**src/rtl/i2c_slave_fifo.sv**
```systemverilog
// Byte buffering between i2c_slave and host logic: a show-ahead RX FIFO for received
// bytes and a show-ahead TX FIFO feeding master reads, each with level and sticky error flags.
module i2c_slave_fifo #(
  parameter int DEPTH = 16,
  parameter int WIDTH = 8
) (
  input  logic                       clk,
  input  logic                       rst_n,
  input  logic [WIDTH-1:0]           data_o,
  input  logic                       data_o_valid,
  output logic [WIDTH-1:0]           data_i,
  output logic                       data_i_valid,
  input  logic                       data_i_ready,
  output logic [WIDTH-1:0]           rx_rdata,
  input  logic                       rx_rd_en,
  output logic                       rx_empty,
  output logic [$clog2(DEPTH):0]     rx_level,
  input  logic [WIDTH-1:0]           tx_wdata,
  input  logic                       tx_wr_en,
  output logic                       tx_full,
  output logic [$clog2(DEPTH):0]     tx_level,
  output logic                       rx_overflow,
  output logic                       tx_underrun,
  input  logic                       clr_flags
);
  localparam int AW = $clog2(DEPTH);
  localparam int LW = AW + 1;
  localparam logic [LW-1:0] LVL_FULL = LW'(DEPTH);

  logic [WIDTH-1:0] rx_mem [DEPTH];
  logic [WIDTH-1:0] tx_mem [DEPTH];

  logic [AW-1:0] rx_wptr_q, rx_wptr_d, rx_rptr_q, rx_rptr_d;
  logic [AW-1:0] tx_wptr_q, tx_wptr_d, tx_rptr_q, tx_rptr_d;
  logic [LW-1:0] rx_level_q, rx_level_d, tx_level_q, tx_level_d;
  logic          rx_overflow_q, rx_overflow_d, tx_underrun_q, tx_underrun_d;

  logic rx_full, tx_empty;
  logic rx_push, rx_pop, tx_push, tx_pop;
  logic rx_ovf_set, tx_und_set;

  assign rx_empty     = (rx_level_q == '0);
  assign rx_full      = (rx_level_q == LVL_FULL);
  assign tx_empty     = (tx_level_q == '0);
  assign tx_full      = (tx_level_q == LVL_FULL);
  assign rx_level     = rx_level_q;
  assign tx_level     = tx_level_q;
  assign rx_overflow  = rx_overflow_q;
  assign tx_underrun  = tx_underrun_q;
  assign data_i_valid = !tx_empty;

  // Head outputs are forced to zero when empty so stale memory never leaks out.
  assign rx_rdata = rx_empty ? '0 : rx_mem[rx_rptr_q];
  assign data_i   = tx_empty ? '0 : tx_mem[tx_rptr_q];

  // A push at full is still accepted when the same cycle frees a slot.
  assign rx_pop     = rx_rd_en && !rx_empty;
  assign rx_push    = data_o_valid && (!rx_full || rx_pop);
  assign rx_ovf_set = data_o_valid && rx_full && !rx_pop;

  assign tx_pop     = data_i_valid && data_i_ready;
  assign tx_push    = tx_wr_en && (!tx_full || tx_pop);
  assign tx_und_set = data_i_ready && tx_empty;

  always_comb begin
    rx_wptr_d  = rx_push ? rx_wptr_q + 1'b1 : rx_wptr_q;
    rx_rptr_d  = rx_pop  ? rx_rptr_q + 1'b1 : rx_rptr_q;
    tx_wptr_d  = tx_push ? tx_wptr_q + 1'b1 : tx_wptr_q;
    tx_rptr_d  = tx_pop  ? tx_rptr_q + 1'b1 : tx_rptr_q;
    rx_level_d = rx_level_q;
    tx_level_d = tx_level_q;
    case ({rx_push, rx_pop})
      2'b10:   rx_level_d = rx_level_q + 1'b1;
      2'b01:   rx_level_d = rx_level_q - 1'b1;
      default: rx_level_d = rx_level_q;
    endcase
    case ({tx_push, tx_pop})
      2'b10:   tx_level_d = tx_level_q + 1'b1;
      2'b01:   tx_level_d = tx_level_q - 1'b1;
      default: tx_level_d = tx_level_q;
    endcase
    // Setting wins over a same-cycle clear so no event is silently lost.
    rx_overflow_d = rx_ovf_set ? 1'b1 : (clr_flags ? 1'b0 : rx_overflow_q);
    tx_underrun_d = tx_und_set ? 1'b1 : (clr_flags ? 1'b0 : tx_underrun_q);
  end

  always_ff @(posedge clk or negedge rst_n) begin
    if (!rst_n) begin
      rx_wptr_q     <= '0;
      rx_rptr_q     <= '0;
      tx_wptr_q     <= '0;
      tx_rptr_q     <= '0;
      rx_level_q    <= '0;
      tx_level_q    <= '0;
      rx_overflow_q <= 1'b0;
      tx_underrun_q <= 1'b0;
    end else begin
      rx_wptr_q     <= rx_wptr_d;
      rx_rptr_q     <= rx_rptr_d;
      tx_wptr_q     <= tx_wptr_d;
      tx_rptr_q     <= tx_rptr_d;
      rx_level_q    <= rx_level_d;
      tx_level_q    <= tx_level_d;
      rx_overflow_q <= rx_overflow_d;
      tx_underrun_q <= tx_underrun_d;
    end
  end

  // Storage has no reset; validity is tracked entirely by the pointers and levels.
  always_ff @(posedge clk) begin
    if (rx_push) rx_mem[rx_wptr_q] <= data_o;
    if (tx_push) tx_mem[tx_wptr_q] <= tx_wdata;
  end

endmodule
```
**config.mk**
```make
export PLATFORM = sky130hd
export DESIGN_NAME = i2c_slave_fifo
export DESIGN_NICKNAME = d
export VERILOG_FILES = /design/src/rtl/i2c_slave_fifo.sv
export SDC_FILE = /design/constraint.sdc
export NUM_CORES = 1
export LEC_CHECK = 0
export BUFFER_PORTS_ARGS = -buffer_cell sky130_fd_sc_hd__buf_2
export CAP_MARGIN = 20
export CORE_MARGIN = 5
export CORE_UTILIZATION = 66
export DETAILED_ROUTE_END_ITERATION = 7
export PLACE_DENSITY_LB_ADDON = 0.2
export SLEW_MARGIN = 30
export SYNTH_ARGS = -nofsm -noshare
export SYNTH_HDL_FRONTEND = slang
export SYNTH_SLANG_ARGS = --single-unit
export TNS_END_PERCENT = 20
```
**constraint.sdc**
```tcl
create_clock -name clk -period 4.5 [get_ports clk]
set_input_delay 0.9 -clock clk [delete_from_list [all_inputs] [get_ports clk]]
set_output_delay 0.9 -clock clk [all_outputs]
set_load 0.01 [all_outputs]
```
Word level (Yosys, flattened, before mapping)
Memories as Yosys holds them, arrays and structs flattened.
Index checks and enable logic that the tools add are counted.
{"block": "op_classes", "eq_ne": 6, "add_sub_neg": 8, "muxes": 11, "n_reduce_logical": 20}
{"operator": "one-hot mux 5 bit (2 select lines)", "count": 2}
{"operator": "adder 4 x 1 -> 4 bit (second input constant)", "count": 4}
{"operator": "two-way mux 8 bit", "count": 2}
{"operator": "adder 5 x 1 -> 5 bit (second input constant)", "count": 2}
{"operator": "== test 5 bit (second input constant)", "count": 2}
{"operator": "logical NOT 5 bit", "count": 2}
{"operator": "subtractor 5 x 1 -> 5 bit (second input constant)", "count": 2}
{"operator": "nonzero test 2 bit", "count": 4}
{"operator": "logical AND 1 bit", "count": 7}
{"operator": "two-way mux 1 bit", "count": 7}
{"operator": "logical NOT 1 bit", "count": 5}
{"operator": "== test 2 x 1 -> 1 bit (second input constant)", "count": 2}
{"operator": "== test 2 bit (second input constant)", "count": 2}
{"operator": "logical OR 1 bit", "count": 2}
{"block": "word_totals", "memories": 2, "in_bits": 23, "mem_bits_rw": 256, "reg_bits": 28, "wordCells": 55, "output_inout_bits": 31}
{"memory": "rx_mem", "words": 16, "width": 8, "rd": 1, "rd_ports_with_merged_regs": 0, "write_ports": 1, "line": "30", "text": "logic [WIDTH-1:0] rx_mem [DEPTH];"}
{"memory": "tx_mem", "words": 16, "width": 8, "rd": 1, "rd_ports_with_merged_regs": 0, "write_ports": 1, "line": "31", "text": "logic [WIDTH-1:0] tx_mem [DEPTH];"}

Logic depth before layout (Yosys ltp)
{"block": "depth", "ltp_word": 7, "mapped_depth": 14, "depth_no_buf": 11}

Least setup slack after synthesis
No wires, ideal clock.
{"block": "synth_path", "kind": "input to register", "from": "in rx_rd_en", "to": "reg rx_level_q[4] (netlist: rx_level[4])", "t_required_ps": 4421, "n_path_buf": 2, "path_slack_ps": 1752, "path_stages": 12, "arrival_ps": 2668, "setup_ps": 79, "path_cell_list": "nand3b_1 -> and2_1 -> buf_2 -> inv_2 -> ha_1 -> clkbuf_1 -> xor2_1 -> ha_1 -> and3b_1 -> o21ai_0 -> a31oi_1 -> xor2_1"}
{"block": "synth_via", "elab_chain_cells": 5, "elab_cells_between_ends": 7, "classes_between": "eq/ne: 2; mux: 1; reduce/logical: 4"}
{"item": "start: declaration", "line": "15", "text": "input logic rx_rd_en,"}
{"item": "logical AND 1 bit (*)", "line": "57", "text": "assign rx_pop = rx_rd_en && !rx_empty;"}
{"item": "logical OR 1 bit", "line": "58", "text": "assign rx_push = data_o_valid && (!rx_full || rx_pop);"}
{"item": "logical AND 1 bit", "line": "58"}
{"item": "== test 2 x 1 -> 1 bit / == test 2 bit (equally long branches)", "line": "72", "text": "case ({rx_push, rx_pop})"}
{"item": "one-hot mux 5 bit (2 select lines) / nonzero test 2 bit (equally long branches)"}
{"item": "end signal: assignment", "line": "102", "text": "rx_level_q <= rx_level_d;"}
{"item": "end: declaration", "line": "35", "text": "logic [LW-1:0] rx_level_q, rx_level_d, tx_level_q, tx_level_d;"}
Every way passes the cells marked *; elsewhere a longest branch is shown, timed or not.
A chain may end at the register's enable or synchronous reset.

Worst setup path after layout
{"block": "layout_path", "from": "reg tx_rptr_q[0]", "to": "out data_i[5]"}
{"block": "layout_via", "elab_chain_cells": 2}
{"item": "start: declaration", "line": "34", "text": "logic [AW-1:0] tx_wptr_q, tx_wptr_d, tx_rptr_q, tx_rptr_d;"}
{"item": "start signal: assignment", "line": "101", "text": "tx_rptr_q <= tx_rptr_d;"}
{"item": "memory read (16 x 8 bit)"}
{"item": "two-way mux 8 bit", "line": "54", "text": "assign data_i = tx_empty ? '0 : tx_mem[tx_rptr_q];"}
{"item": "end: declaration", "line": "11", "text": "output logic [WIDTH-1:0] data_i,"}
Every way passes these cells.

==> results.md <==
* Outcome: completed
* TritonCTS clock tree: yes
* Most frequent cells after synthesis: sky130_fd_sc_hd__edfxtp_1 (256), sky130_fd_sc_hd__mux4_2 (64), sky130_fd_sc_hd__mux2i_1 (33)
* Initial Util at approximately two thirds
* Setup repair after global routing missed its margin: no
* Sum of negative setup slack at 0 ns
* Critical path class: reg2out
* CTS Hold Buffers Added at 0
* Setup WS pre-CTS at between 1 and 1.5 ns
* Post-detailed-placement half-perimeter wirelength at 14,100 µm
* Overflow after GRT at 0
* Final routed DRC violation total at 0
* EDFF count, synth at around 260
* Fraction of post-synthesis cell area in the top cell type by area at 66.5%
* #FFs+latches synth at 284
* Number of detailed-route iterations in the first pass at 5
* Global-route wire length before repair at ~35,000 µm
* Layout cell share with drive strength beyond 1 at roughly 28%
* Fin Clk Skew at approximately 0.0087 ns
* Clock insertion delay at the later pin of the skew report at roughly 0.51 ns
* Synth area leader: sky130_fd_sc_hd__edfxtp_1
* Number of hold violations in the final report at 0
* Port Buffers at 53
* Largest voltage drop on the vdd net at 0.376 mV
* Post-CTS Setup Inserts at 0
* Period Utilization, post-route at between 70 and 80%
* Vias in the first global route at around 6,000
* Number of vias in the routed layout at 5,648
* Total detailed-routing wirelength at 21,800 µm
* Max-slew headroom at the worst pin at a little under half
* Placeable Area at roughly 17,000 µm²
* Synthesis-to-finish area growth at 11.4%
* Arrival time at the worst endpoint at ~2.7 ns
* Share of synthesized registers carrying an async set or reset at under 10%
* Max frequency at roughly 280 MHz
* CTS Buffer Depth at 3
* Final max-slew violation count at 0
* Clock slew at reported path FFs at 0.06 ns
* Die extent in x at between 100 and 150 µm
* Root Buffer Master: sky130_fd_sc_hd__clkbuf_16
* Number of standard-cell rows in the floorplan at 48
* Critical Path Sink Type: output pin
* Share of synthesized area occupied by flip-flops and latches at between 70 and 80%
* Gate Count Post-Synth at slightly below 600
* Syn_nets at ~620
* Maximum number of pins on one net before global-route repair at 36
* Post-cts gate resize count at 0
* Inserted Diodes at 0
* Number of nets in the layout at a little under 700
* Pwr/cell area at ~630 nW/µm²
* RD Place Congestion at slightly below 0.8
* Die Ht at approximately 140 µm
* Number of warnings reported in the yosys synthesis log at 0
* TritonCTS Buffers at 27
* I/O pin cnt at 54
* Main area contributors after synthesis: sky130_fd_sc_hd__edfxtp_1 (67%), sky130_fd_sc_hd__mux4_2 (12%), sky130_fd_sc_hd__dfrtp_1 (6.1%)
* TritonCTS Sinks at 284
* Routed WL per cell at between 20 and 25 µm
* H-tree depth at 1
* Primary flip-flop cell chosen by synthesis mapping: sky130_fd_sc_hd__edfxtp_1
* Fill cells at about 920
* Total of max-cap violations at 0
* Worst slew pin tran at between 0.8 and 0.9 ns
* Total global-route track usage at between 20% and 30%
* Post-synthesis cell area at around 12,000 µm²
* Per-cell via count in the routed design at between 6 and 7
* Req. time, crit path at 3.60 ns
* FF/Latch Area at 8390 µm²
* Largest fanout on the critical path at 16
* Combined area of the multi-input logic cells at between 2000 and 3000 µm²
* Full die area at approximately 20,000 µm²
* Count of antenna-violating nets left after detailed routing at 0
* Hold/Removal Path Class: in2async
* Total leakage power at roughly 4.5 nW
* Most used standard cell by instance count after synthesis: sky130_fd_sc_hd__edfxtp_1
* Post-Synthesis Mean Instance Area at slightly below 20 µm²
* Fin crit period at ~3.6 ns
* Library cells used by synthesis at 49
* DR iter-0 viols at ~440
* Crit path setup slack, layout at between 0.9 and 1 ns
* Crit path launch type: register
* Antenna violations before repair at 0
* # setup viols final at 0
where the power goes:
part           internal (mW)  switching [mW]  total, mW
Sequential              3.24           0.448       3.69
Combinational           1.20            1.15       2.36
Clock                   1.18           0.905       2.09
flip-flops by register name, indices dropped and copies added, names as in the netlist, 4 cells and up:
signal / count
rx_mem: 128
tx_mem: 128
rx_level: 5
tx_level: 5
rx_rptr_q: 4
rx_wptr_q: 4
tx_rptr_q: 4
tx_wptr_q: 4
worst paths after layout:
check | from | to | slack (ns) | cells past startpoint
max reg2reg | rx_level[2]$_DFFE_PN0P_ | rx_level[4]$_DFFE_PN0P_ | 1.71 | 11
min in group clk | rx_level[4]$_DFFE_PN0P_ | rx_level[4]$_DFFE_PN0P_ | 0.52 | 1
min | rst_n | tx_rptr_q[1]$_DFFE_PN0N_ | 0.41 | 1
max in group asynchronous | rst_n | rx_rptr_q[0]$_DFFE_PN0P_ | 3.60 | 1
max | tx_rptr_q[0]$_DFFE_PN0N_ | data_i[5] | 0.92 | 5
min reg2reg | rx_level[4]$_DFFE_PN0P_ | rx_level[4]$_DFFE_PN0P_ | 0.52 | 1
area by class of cell:
type                    count  share of cell area (%)
flip-flops and latches    284                    65.2
multi-input cells         257                    23.2
clock buffers              36                    5.91
repair buffers             62                    2.58
well taps                 225                    2.19
clock inverters            13                   0.505
inverters                  14                   0.408
kinds of logic after synthesis:
group / count (synthesis) / share of synthesized area, %
adder cells (fa/ha/maj): 17 / 1.91
buffers and inverters: 43 / 1.53
multiplexers: 102 / 15.9
AO/OA/AOI/OAI: 41 / 2.38
XOR/XNOR: 21 / 1.59
flip-flops: 284 / 72.6
AND/OR/NAND/NOR: 76 / 4.14
placed cells by master (no fill, tap or decap), types with 7 or more instances in the layout:
cell / synthesis / layout
sky130_fd_sc_hd__and2_1: 17 / 17
sky130_fd_sc_hd__and3_1: 13 / 13
sky130_fd_sc_hd__buf_2: 12 / 53
sky130_fd_sc_hd__buf_4: 0 / 9
sky130_fd_sc_hd__clkbuf_16: 0 / 28
sky130_fd_sc_hd__clkinv_2: 0 / 9
sky130_fd_sc_hd__dfrtp_1: 28 / 23
sky130_fd_sc_hd__edfxtp_1: 256 / 256
sky130_fd_sc_hd__ha_1: 16 / 16
sky130_fd_sc_hd__inv_1: 13 / 13
sky130_fd_sc_hd__mux2i_1: 33 / 33
sky130_fd_sc_hd__mux4_2: 64 / 64
sky130_fd_sc_hd__nand2_1: 7 / 7
sky130_fd_sc_hd__o22ai_1: 18 / 18
sky130_fd_sc_hd__xnor2_1: 14 / 14
sky130_fd_sc_hd__xor2_1: 7 / 7
critical path, stage by stage (launching register included):
cell                      delay, ns
sky130_fd_sc_hd__dfrtp_2       0.69
sky130_fd_sc_hd__buf_4         0.37
sky130_fd_sc_hd__mux4_2        0.55
sky130_fd_sc_hd__mux2i_1       0.26
sky130_fd_sc_hd__o22ai_1       0.12
sky130_fd_sc_hd__buf_2         0.17
routing by layer:
metal / global-route usage (%) / routed length, µm
met1: 33.5 / 9100
met2: 36.6 / 11000
met3: 3.36 / 1460
met4: 4.45 / 240
met5: 0 / 0
stage by stage:
| stage | hold WS [ns] | total power, mW | cell area [µm²] | utilization, % | std cells |
|---|---|---|---|---|---|
| global placement | 0.490 | 6.00 | 12100 | 69.9 | 842 |
| CTS | 0.431 | 8.20 | 12900 | 74.7 | 891 |
| finish | 0.414 | 8.13 | 12900 | 74.7 | 891 |
| floorplan | 0.479 | 5.34 | 11600 | - | 584 |
| detailed placement | 0.503 | 6.11 | 12100 | 69.9 | 842 |
| global route | 0.448 | 8.55 | 12900 | 74.7 | 891 |
No activity file was read; power rests on OpenSTA's default activity.
